## src/rtl/display_pkg.sv

```systemverilog
// -----------------------------------------------------------------------------
// display_pkg
// Shared definitions for the four-digit display arbiter:
//   state_t   - arbiter FSM states (IDLE, SHOW)
//   NDIGITS   - number of hex digits driven to the display controller
//   DIGIT_W   - width of one hex digit
//   DP_RESET  - decimal-point vector after reset (all segments off, active-low)
// -----------------------------------------------------------------------------
package display_pkg;

    typedef enum logic [0:0] {
        IDLE = 1'b0,
        SHOW = 1'b1
    } state_t;

    localparam int NDIGITS = 4;
    localparam int DIGIT_W = 4;
    localparam logic [NDIGITS-1:0] DP_RESET = 4'b1111;

endpackage : display_pkg

```

## src/rtl/disp_hold_timer.sv

```systemverilog
// -----------------------------------------------------------------------------
// disp_hold_timer
// Loadable down-counter that measures how long a granted requester keeps the
// display. It counts down to zero and then stops there; it never wraps.
//
// Parameters:
//   TW     - counter width
// Ports:
//   ck     in   system clock
//   rst_n  in   asynchronous active-low reset (count returns to 0)
//   load   in   load 'value' into the counter on this edge
//   value  in   TW  count to load
//   done   out  high while the count is zero
// -----------------------------------------------------------------------------
module disp_hold_timer
    import display_pkg::*;
#(
    parameter int TW = 8
) (
    input  logic          ck,
    input  logic          rst_n,
    input  logic          load,
    input  logic [TW-1:0] value,
    output logic          done
);

    logic [TW-1:0] count_q;
    logic [TW-1:0] count_d;

    // Next count: load wins, otherwise decrement and saturate at zero.
    always_comb begin
        count_d = count_q;
        if (load) begin
            count_d = value;
        end else if (count_q != {TW{1'b0}}) begin
            count_d = count_q - TW'(1);
        end else begin
            count_d = count_q;
        end
    end

    // Count register.
    always_ff @(posedge ck or negedge rst_n) begin
        if (!rst_n) begin
            count_q <= {TW{1'b0}};
        end else begin
            count_q <= count_d;
        end
    end

    assign done = (count_q == {TW{1'b0}});

endmodule : disp_hold_timer

```

## src/rtl/display_arbiter.sv

```systemverilog
// -----------------------------------------------------------------------------
// display_arbiter
// Shares the four-digit 7-segment display between two requesters through a
// request/acknowledge handshake. A grant loads the winner's digits and
// decimal points into registered outputs and holds the display for HOLD
// cycles before requests are looked at again.
//
// Build option:
//   DISPLAY_ARB_RR_EN - defined: round-robin between simultaneous requests
//                       (the port that is not the current owner wins).
//                       undefined: fixed priority, port 0 wins.
//
// Parameters:
//   HOLD   - minimum display ownership per grant, in ck cycles (>= 1)
//   TW     - hold-timer width
// Ports:
//   ck, rst_n           clock / asynchronous active-low reset
//   req0, data0, dp0    port 0 request, digits [15:12]->x3..[3:0]->x0, dp
//   ack0                one-cycle grant pulse for port 0
//   req1, data1, dp1    port 1 request, digits, dp
//   ack1                one-cycle grant pulse for port 1
//   x3, x2, x1, x0      registered digits to the display controller
//   dp_out              registered decimal-point vector
//   busy                high while the display is held (SHOW)
//   owner               port index of the last grant
// -----------------------------------------------------------------------------
module display_arbiter
    import display_pkg::*;
#(
    parameter int HOLD = 50_000_000,
    parameter int TW   = $clog2(HOLD) + 1
) (
    input  logic                 ck,
    input  logic                 rst_n,
    input  logic                 req0,
    input  logic [15:0]          data0,
    input  logic [NDIGITS-1:0]   dp0,
    output logic                 ack0,
    input  logic                 req1,
    input  logic [15:0]          data1,
    input  logic [NDIGITS-1:0]   dp1,
    output logic                 ack1,
    output logic [DIGIT_W-1:0]   x3,
    output logic [DIGIT_W-1:0]   x2,
    output logic [DIGIT_W-1:0]   x1,
    output logic [DIGIT_W-1:0]   x0,
    output logic [NDIGITS-1:0]   dp_out,
    output logic                 busy,
    output logic                 owner
);

    localparam logic [TW-1:0] HOLD_LOAD = TW'(HOLD - 1);

    state_t state_q;
    state_t state_d;

    logic [NDIGITS-1:0][DIGIT_W-1:0] disp_q;
    logic [NDIGITS-1:0][DIGIT_W-1:0] disp_d;
    logic [NDIGITS-1:0]              dp_q;
    logic [NDIGITS-1:0]              dp_d;
    logic                            ack0_q;
    logic                            ack0_d;
    logic                            ack1_q;
    logic                            ack1_d;
    logic                            owner_q;
    logic                            owner_d;

    logic grant_s;
    logic win_s;
    logic timer_done_s;

    disp_hold_timer #(
        .TW (TW)
    ) u_hold_timer (
        .ck    (ck),
        .rst_n (rst_n),
        .load  (grant_s),
        .value (HOLD_LOAD),
        .done  (timer_done_s)
    );

    // Arbitration: requests are only considered while IDLE.
    always_comb begin
        grant_s = (state_q == IDLE) && (req0 || req1);
`ifdef DISPLAY_ARB_RR_EN
        // On a contest the port that does not currently own the display wins.
        if (req0 && req1) begin
            win_s = ~owner_q;
        end else if (req0) begin
            win_s = 1'b0;
        end else begin
            win_s = 1'b1;
        end
`else
        if (req0) begin
            win_s = 1'b0;
        end else begin
            win_s = 1'b1;
        end
`endif
    end

    // FSM state register.
    always_ff @(posedge ck or negedge rst_n) begin
        if (!rst_n) begin
            state_q <= IDLE;
        end else begin
            state_q <= state_d;
        end
    end

    // FSM next state: a grant starts SHOW, an expired timer ends it.
    always_comb begin
        state_d = state_q;
        case (state_q)
            IDLE: begin
                if (grant_s) begin
                    state_d = SHOW;
                end else begin
                    state_d = IDLE;
                end
            end
            SHOW: begin
                if (timer_done_s) begin
                    state_d = IDLE;
                end else begin
                    state_d = SHOW;
                end
            end
            default: begin
                state_d = IDLE;
            end
        endcase
    end

    // FSM outputs: capture the winner's value on a grant, otherwise hold.
    always_comb begin
        disp_d  = disp_q;
        dp_d    = dp_q;
        owner_d = owner_q;
        ack0_d  = 1'b0;
        ack1_d  = 1'b0;
        if (grant_s) begin
            owner_d = win_s;
            if (win_s == 1'b0) begin
                disp_d = data0;
                dp_d   = dp0;
                ack0_d = 1'b1;
            end else begin
                disp_d = data1;
                dp_d   = dp1;
                ack1_d = 1'b1;
            end
        end else begin
            disp_d  = disp_q;
            dp_d    = dp_q;
            owner_d = owner_q;
        end
    end

    // Output registers.
    always_ff @(posedge ck or negedge rst_n) begin
        if (!rst_n) begin
            disp_q  <= {(NDIGITS*DIGIT_W){1'b0}};
            dp_q    <= DP_RESET;
            ack0_q  <= 1'b0;
            ack1_q  <= 1'b0;
            owner_q <= 1'b1;
        end else begin
            disp_q  <= disp_d;
            dp_q    <= dp_d;
            ack0_q  <= ack0_d;
            ack1_q  <= ack1_d;
            owner_q <= owner_d;
        end
    end

    assign x3     = disp_q[3];
    assign x2     = disp_q[2];
    assign x1     = disp_q[1];
    assign x0     = disp_q[0];
    assign dp_out = dp_q;
    assign ack0   = ack0_q;
    assign ack1   = ack1_q;
    assign owner  = owner_q;
    assign busy   = (state_q == SHOW);

endmodule : display_arbiter

```

## config.mk

```make
export PLATFORM = sky130hd
export DESIGN_NAME = display_arbiter
export DESIGN_NICKNAME = d
export VERILOG_FILES = /design/src/rtl/display_pkg.sv /design/src/rtl/disp_hold_timer.sv /design/src/rtl/display_arbiter.sv
export SDC_FILE = /design/constraint.sdc
export NUM_CORES = 1
export LEC_CHECK = 0
export ABC_AREA = 0
export CORE_MARGIN = 1
export CORE_UTILIZATION = 40
export CTS_CLUSTER_DIAMETER = 30
export DETAILED_ROUTE_END_ITERATION = 10
export PLACE_DENSITY = 0.77
export SYNTH_ARGS = -nofsm -noshare
export SYNTH_HDL_FRONTEND = slang
export SYNTH_HIERARCHICAL = 1
export SYNTH_SLANG_ARGS = --single-unit
```

## constraint.sdc

```tcl
create_clock -name ck -period 2.5 [get_ports ck]
set_input_delay 0.5 -clock ck [delete_from_list [all_inputs] [get_ports ck]]
set_output_delay 0.5 -clock ck [all_outputs]
set_load 0.005 [all_outputs]
```

==> results.sh, run 1 <==
export IMPL_run_status="completed"
export IMPL_yosysSeqAreaShare=0.453
export IMPL_tightest_slew_ns=0.532
export IMPL_synth_area_leaders="dfrtp_1, nor2_1, dfstp_2, o32ai_2, xnor2_1"
export IMPL_final_cell_mix="clkdlybuf4s50_1, dfrtp_1, nor2_1, conb_1"
export IMPL_leakagePower_nw=1.46
export IMPL_numCtsBuffers=5
export IMPL_cts_buffer_depth=2
export IMPL_grt_usage=0.194
export IMPL_hold_violations=0
export IMPL_avgSynthCellArea_um2=9.79
export IMPL_ioPinCount=68
export IMPL_drt_iter0_drc=109
export IMPL_first_pass_iters=4
export IMPL_synth_compound_area_frac=0.200
export IMPL_mostFrequentLayoutCell="clkdlybuf4s50_1"
export IMPL_drt_total_wl_um=6780
export IMPL_drc=0
export IMPL_cts_tree="built"
export IMPL_synth_xor_area_frac=0.0557
export IMPL_synth_cell_types=51
export IMPL_setup_viol=0
export IMPL_cts_max_level=2
export IMPL_vias_per_cell=5.10
export IMPL_syn_area_um2=2830
export IMPL_wl_per_cell_um=14.2
export IMPL_rrSetupSlack_ns=0.12
export IMPL_diodes=0
export IMPL_cp_slowest_cell="or4b_4"
export IMPL_placed_cell_area_um2=3690
export IMPL_dieArea_um2=7420
export IMPL_power_density_nw_per_um2=498
export IMPL_cp_max_fo=4
export IMPL_syn2layout_area_growth_pct=34.4
export IMPL_end_kind="flop"
export IMPL_cp_num_buf_inv=1
export IMPL_clk_insertion_delay_late_ns=0.30
export IMPL_core_area_um2=6830
export IMPL_rsz0062_at_grt="false"
export IMPL_dr_total_vias=2443
export IMPL_cap_violations=0
export IMPL_fmax_mhz=421
export IMPL_clkTransAtPathRegs_ns=0.10
export IMPL_grt_start_max_net_pins=52
export IMPL_drive_gt1_frac=0.128
export IMPL_synth_cells=289
export IMPL_max_vdd_ir_drop_uv=238
export IMPL_synthAdderAreaFrac=0.00442
export IMPL_cts_root_buf="clkbuf_8"
export IMPL_synthMuxAreaShare=0.0217
export IMPL_postCtsSetupBuffers=0
export IMPL_startpoint_type="flop"
export IMPL_fp_row_count=30
export IMPL_multi_input_area_um2=1510
export IMPL_yosys_most_used_dff="dfrtp_1"
export IMPL_grt_pass1_vias=2342
export IMPL_synth_top_area_cell="dfrtp_1"
export IMPL_holdWs_ns=0.206
export IMPL_start_util=0.414
export IMPL_synth_top_cell_area_share=0.407
export IMPL_final_min_clock_period_ns=2.38
export IMPL_antenna_found_initial=0
export IMPL_setup_tns_ns=0
export IMPL_max_slew_margin=0.642
export IMPL_worstPathRequired_ns=2.69
export IMPL_final_cell_area_um2=3800
export IMPL_drv_slew=0
export IMPL_grt_remaining_overflow=0
export IMPL_final_antenna_net_count=0
export IMPL_cts_sinks=51
export IMPL_gp_congestion=0.856
export IMPL_nFillCells=609
export IMPL_die_h_um=86.1
export IMPL_synth_edf_count=0
export IMPL_worstHoldPathType="in -> async"
export IMPL_dpl_hpwl_um=4790
export IMPL_synth_simple_area_share=0.211
export IMPL_crit_path_cell_trace="inv_1 > ha_1 > or3b_4 > or4b_4 > nor2_2 > a311oi_1 > a221o_1"
export IMPL_cp_arrival_ns=2.56
export IMPL_regArea_um2=1280
export IMPL_min_period_over_period=0.950
export IMPL_synth_seq_cells=51
export IMPL_async_flop_share=1.00
export IMPL_finalNetCount=427
export IMPL_grt_pass1_wl_um=11400
export IMPL_synth_top_family_by_area="simple AND/OR/NAND/NOR gates"
export IMPL_worstSetupPathType="reg -> reg"
export IMPL_ys_warn_count=6
export IMPL_portBuffers=67
export IMPL_critical_path_top_delay_family="simple AND/OR/NAND/NOR gates"
export IMPL_clock_skew_ns=0.00617
export IMPL_cpPeakStageDelay_ns=0.55
export IMPL_die_width_um=86.1
[cells in the mapped netlist (2+ instances only)]
| library cell | n |
|---|---|
| dfrtp_1 | 46 |
| buf_2 | 5 |
| conb_1 | 2 |
| mux2i_1 | 5 |
| nor2_1 | 44 |
| buf_6 | 3 |
| nand2_1 | 19 |
| o21ai_0 | 12 |
| or3_1 | 3 |
| inv_1 | 6 |
| a211oi_1 | 10 |
| nand2b_1 | 2 |
| or2_2 | 3 |
| a21oi_1 | 6 |
| nor3_1 | 13 |
| o32ai_2 | 8 |
| dfstp_2 | 5 |
| o31a_1 | 2 |
| o22ai_1 | 19 |
| and2_1 | 3 |
| nor4_1 | 9 |
| nand3_1 | 2 |
| buf_4 | 3 |
| xnor2_1 | 14 |
| clkbuf_1 | 6 |
| xor2_1 | 4 |
| and3_1 | 2 |
| o32ai_1 | 10 |
[worst reg2reg max path: stages, from the launching register on]
cell and delay, ns:
dfrtp_1 0.38, inv_1 0.09, ha_1 0.22, or3b_4 0.43
or4b_4 0.55, nor2_2 0.19, a311oi_1 0.13, a221o_1 0.27
[logic make-up after synthesis]
family | after synthesis
XOR/XNOR | 18
buffers and inverters | 25
flip-flops | 51
multiplexers | 6
adder cells (fa/ha/maj) | 1
AO/OA/AOI/OAI | 73
other | 2
AND/OR/NAND/NOR | 113
[per-stage QoR]
step	setup slack, ns	utilization	cells	total power (W)
6_report	0.124	0.557	479	0.00189
5_1_grt	0.0372	0.557	479	0.00202
4_1_cts	0.0900	0.555	479	0.00191
3_5_place_dp	0.111	0.541	471	0.00140
3_3_place_gp	0.175	0.541	471	0.00139
2_1_floorplan	0.208	-	314	0.00124
[sequential cells by signal, indices dropped and copies added, names as in the netlist]
register	cells
ack1	1
x2	4
dp_out	4
owner	1
x0	4
ack0	1
busy	1
x1	4
x3	4
u_hold_timer/count_q	27
[power breakdown]
part           internal, W  switching, W  total [W]
logic             0.000215      0.000161   0.000375
clock network     0.000226      0.000277   0.000504
registers         0.000912      0.000103    0.00102
[what timing repair did]
item,in CTS,in global routing
endpoints found under the setup margin,0,16
hold buffers,0,0
resized for setup,0,3
[final timing paths]
check / startpoint / endpoint / cells past startpoint
setup / recovery: u_hold_timer/count_q[0] / u_hold_timer/count_q[22] / 7
min in group ck: owner / owner / 2
hold reg to reg: owner / owner / 2
setup reg to reg: u_hold_timer/count_q[0] / u_hold_timer/count_q[22] / 7
max in group asynchronous: rst_n / owner / 2
hold / removal: rst_n / x1[2] / 2
[metal layers]
metal,track usage,routed length [um],vias up
met5,0,0,-
met3,0.0452,564,12
li1,-,-,1221
met2,0.332,3130,88
met4,0.0470,81,0
met1,0.248,3000,1122
[final cells by class]
type                       count  area share
inverter                       7     0.00691
clock buffer                   6      0.0217
multi-input combinational    238       0.396
clock inverter                 2     0.00427
tap                           96      0.0316
timing repair buffer          79       0.203
sequential                    51       0.337
Note: power is estimated with default switching activity, not from simulation.
==> run 2, diff against run 1 <==
- MAX_ROUTING_LAYER: default -> met4
- SKIP_CTS_REPAIR_TIMING: default -> 1
==> run 2 against run 1 <==
Die area unchanged. Count of clock-buffer cells in the layout unchanged. Clock skew about the same. Critical path depth unchanged. Register-to-register slack about the same. Worst hold slack got worse by 0.0067 ns. Global-route usage increased by 0.59 points. Sequential share of layout area unchanged. Final area unchanged. Final cell count unchanged. Fmax about the same. Via count decreased by 0.33%. Critical path type unchanged. Critical endpoint unchanged. Largest cell class unchanged.
==> results.sh, run 2 (synthesized netlist as in run 1, its figures left out) <==
export IMPL_dp_cells=471
export IMPL_dieArea_um2=7420
export IMPL_vias_per_cell=5.08
export IMPL_rsz0062_at_grt="false"
export IMPL_dpl_hpwl_um=4790
export IMPL_final_cell_mix="clkdlybuf4s50_1, dfrtp_1, nor2_1, conb_1"
export IMPL_top_usage_layer="met2"
export IMPL_max_slew_margin=0.654
export IMPL_gp_congestion=0.870
export IMPL_finalNetCount=427
export IMPL_portBuffers=67
export IMPL_diodes=0
export IMPL_end_kind="flop"
export IMPL_grt_usage=0.200
export IMPL_clk_insertion_delay_late_ns=0.30
export IMPL_grt_start_max_net_pins=52
export IMPL_cts_sinks=51
export IMPL_grt_met2_usage=0.332
export IMPL_first_pass_iters=4
export IMPL_die_width_um=86.1
export IMPL_swShare=0.287
export IMPL_startpoint_type="flop"
export IMPL_placed_cell_area_um2=3690
export IMPL_power_frac_comb=0.198
export IMPL_grt_use_met1=0.248
export IMPL_wl_per_cell_um=14.2
export IMPL_setup_viol=0
export IMPL_post_place_ws_ns=0.111
export IMPL_cap_violations=0
export IMPL_mostFrequentLayoutCell="clkdlybuf4s50_1"
export IMPL_power_density_nw_per_um2=499
export IMPL_drc=0
export IMPL_worstHoldPathType="in -> async"
export IMPL_cp_max_fo=4
export IMPL_grt_remaining_overflow=0
export IMPL_final_cells=479
export IMPL_die_h_um=86.1
export IMPL_nFillCells=609
export IMPL_numCtsBuffers=5
export IMPL_drt_total_wl_um=6780
export IMPL_hold_violations=0
export IMPL_use_met3=0.0452
export IMPL_ioPinCount=68
export IMPL_drive_gt1_frac=0.128
export IMPL_run_status="completed"
export IMPL_dr_total_vias=2435
export IMPL_grt_pass1_vias=2343
export IMPL_grt_pass1_wl_um=11400
export IMPL_fmax_mhz=421
export IMPL_final_min_clock_period_ns=2.37
export IMPL_worstSetupPathType="reg -> reg"
export IMPL_finalWorstSetupSlack_ns=0.125
export IMPL_tightest_slew_ns=0.515
export IMPL_p_int_w=0.00135
export IMPL_max_vdd_ir_drop_uv=239
export IMPL_largest_reg_flops=27
export IMPL_seq_power_share=0.535
export IMPL_final_cell_area_um2=3800
export IMPL_leakagePower_nw=1.46
export IMPL_clock_skew_ns=0.00601
export IMPL_pwr_share_clk=0.267
export IMPL_crit_start="u_hold_timer/count_q[0]"
export IMPL_worstReg2RegStart="u_hold_timer/count_q[0]"
export IMPL_final_antenna_net_count=0
export IMPL_worstPathRequired_ns=2.69
export IMPL_regMostFlops="u_hold_timer/count_q"
export IMPL_core_area_um2=6830
export IMPL_start_util=0.414
export IMPL_regArea_um2=1280
export IMPL_min_period_over_period=0.950
export IMPL_cp_arrival_ns=2.56
export IMPL_cts_buffer_depth=2
export IMPL_clkTransAtPathRegs_ns=0.10
export IMPL_antenna_found_initial=0
export IMPL_cts_root_buf="clkbuf_8"
export IMPL_cts_tree="built"
export IMPL_cts_max_level=2
export IMPL_syn2layout_area_growth_pct=34.4
export IMPL_fp_row_count=30
export IMPL_multi_input_area_um2=1510
export IMPL_drv_slew=0
export IMPL_setup_tns_ns=0
export IMPL_drt_iter0_drc=108
export IMPL_p_switching_w=0.000546
[run 2: final cells by class]
cell class	count	share of cell area
multi-input combinational	238	0.396
clock inverter	2	0.00427
clock buffer	6	0.0217
tap	96	0.0316
inverter	7	0.00691
sequential	51	0.337
timing repair buffer	79	0.203
[run 2: final timing paths]
path                                            end  slack [ns]  cells past startpoint
min                                            ack1        0.20                      2
min in group ck                               owner        0.47                      2
max                        u_hold_timer/count_q[22]        0.13                      7
min reg2reg                                   owner        0.47                      2
max in group asynchronous                     owner        2.03                      2
max reg2reg                u_hold_timer/count_q[22]        0.13                      7
[run 2: power groups by stage]
stage / Combinational, W / Sequential, W / Clock [W]
5_1_grt: 0.000420 / 0.00103 / 0.000570
4_1_cts: 0.000375 / 0.00101 / 0.000526
2_1_floorplan: 0.000240 / 0.00100 / 0
6_report: 0.000376 / 0.00102 / 0.000507
3_5_place_dp: 0.000370 / 0.00103 / 0
3_3_place_gp: 0.000364 / 0.00102 / 0
[run 2: metal layers]
layer,routed length [um],vias to the layer above
li1,-,1222
met1,3060,1125
met2,3130,81
met3,522,7
met4,65,0
met5,0,-
[run 2: per-stage QoR]
| step | hold WS, ns | utilization | total power [W] |
|---|---|---|---|
| 6_report | 0.199 | 0.557 | 0.00190 |
| 5_1_grt | 0.196 | 0.557 | 0.00202 |
| 4_1_cts | 0.202 | 0.555 | 0.00191 |
| 3_5_place_dp | 0.455 | 0.541 | 0.00140 |
| 3_3_place_gp | 0.446 | 0.541 | 0.00139 |
| 2_1_floorplan | 0.204 | - | 0.00124 |
[run 2: critical path, cell delays in order, from the launching register on]
cell and delay (ns):
dfrtp_1 0.38, inv_1 0.09, ha_1 0.22, or3b_4 0.43, or4b_4 0.55, nor2_2 0.19, a311oi_1 0.13, a221o_1 0.27
==> run 3, diff against run 2 <==
- SKIP_LAST_GASP: default -> 1
==> results of run 3 <==
No change in the layout: final DEF, timing and power equal those of run 2.
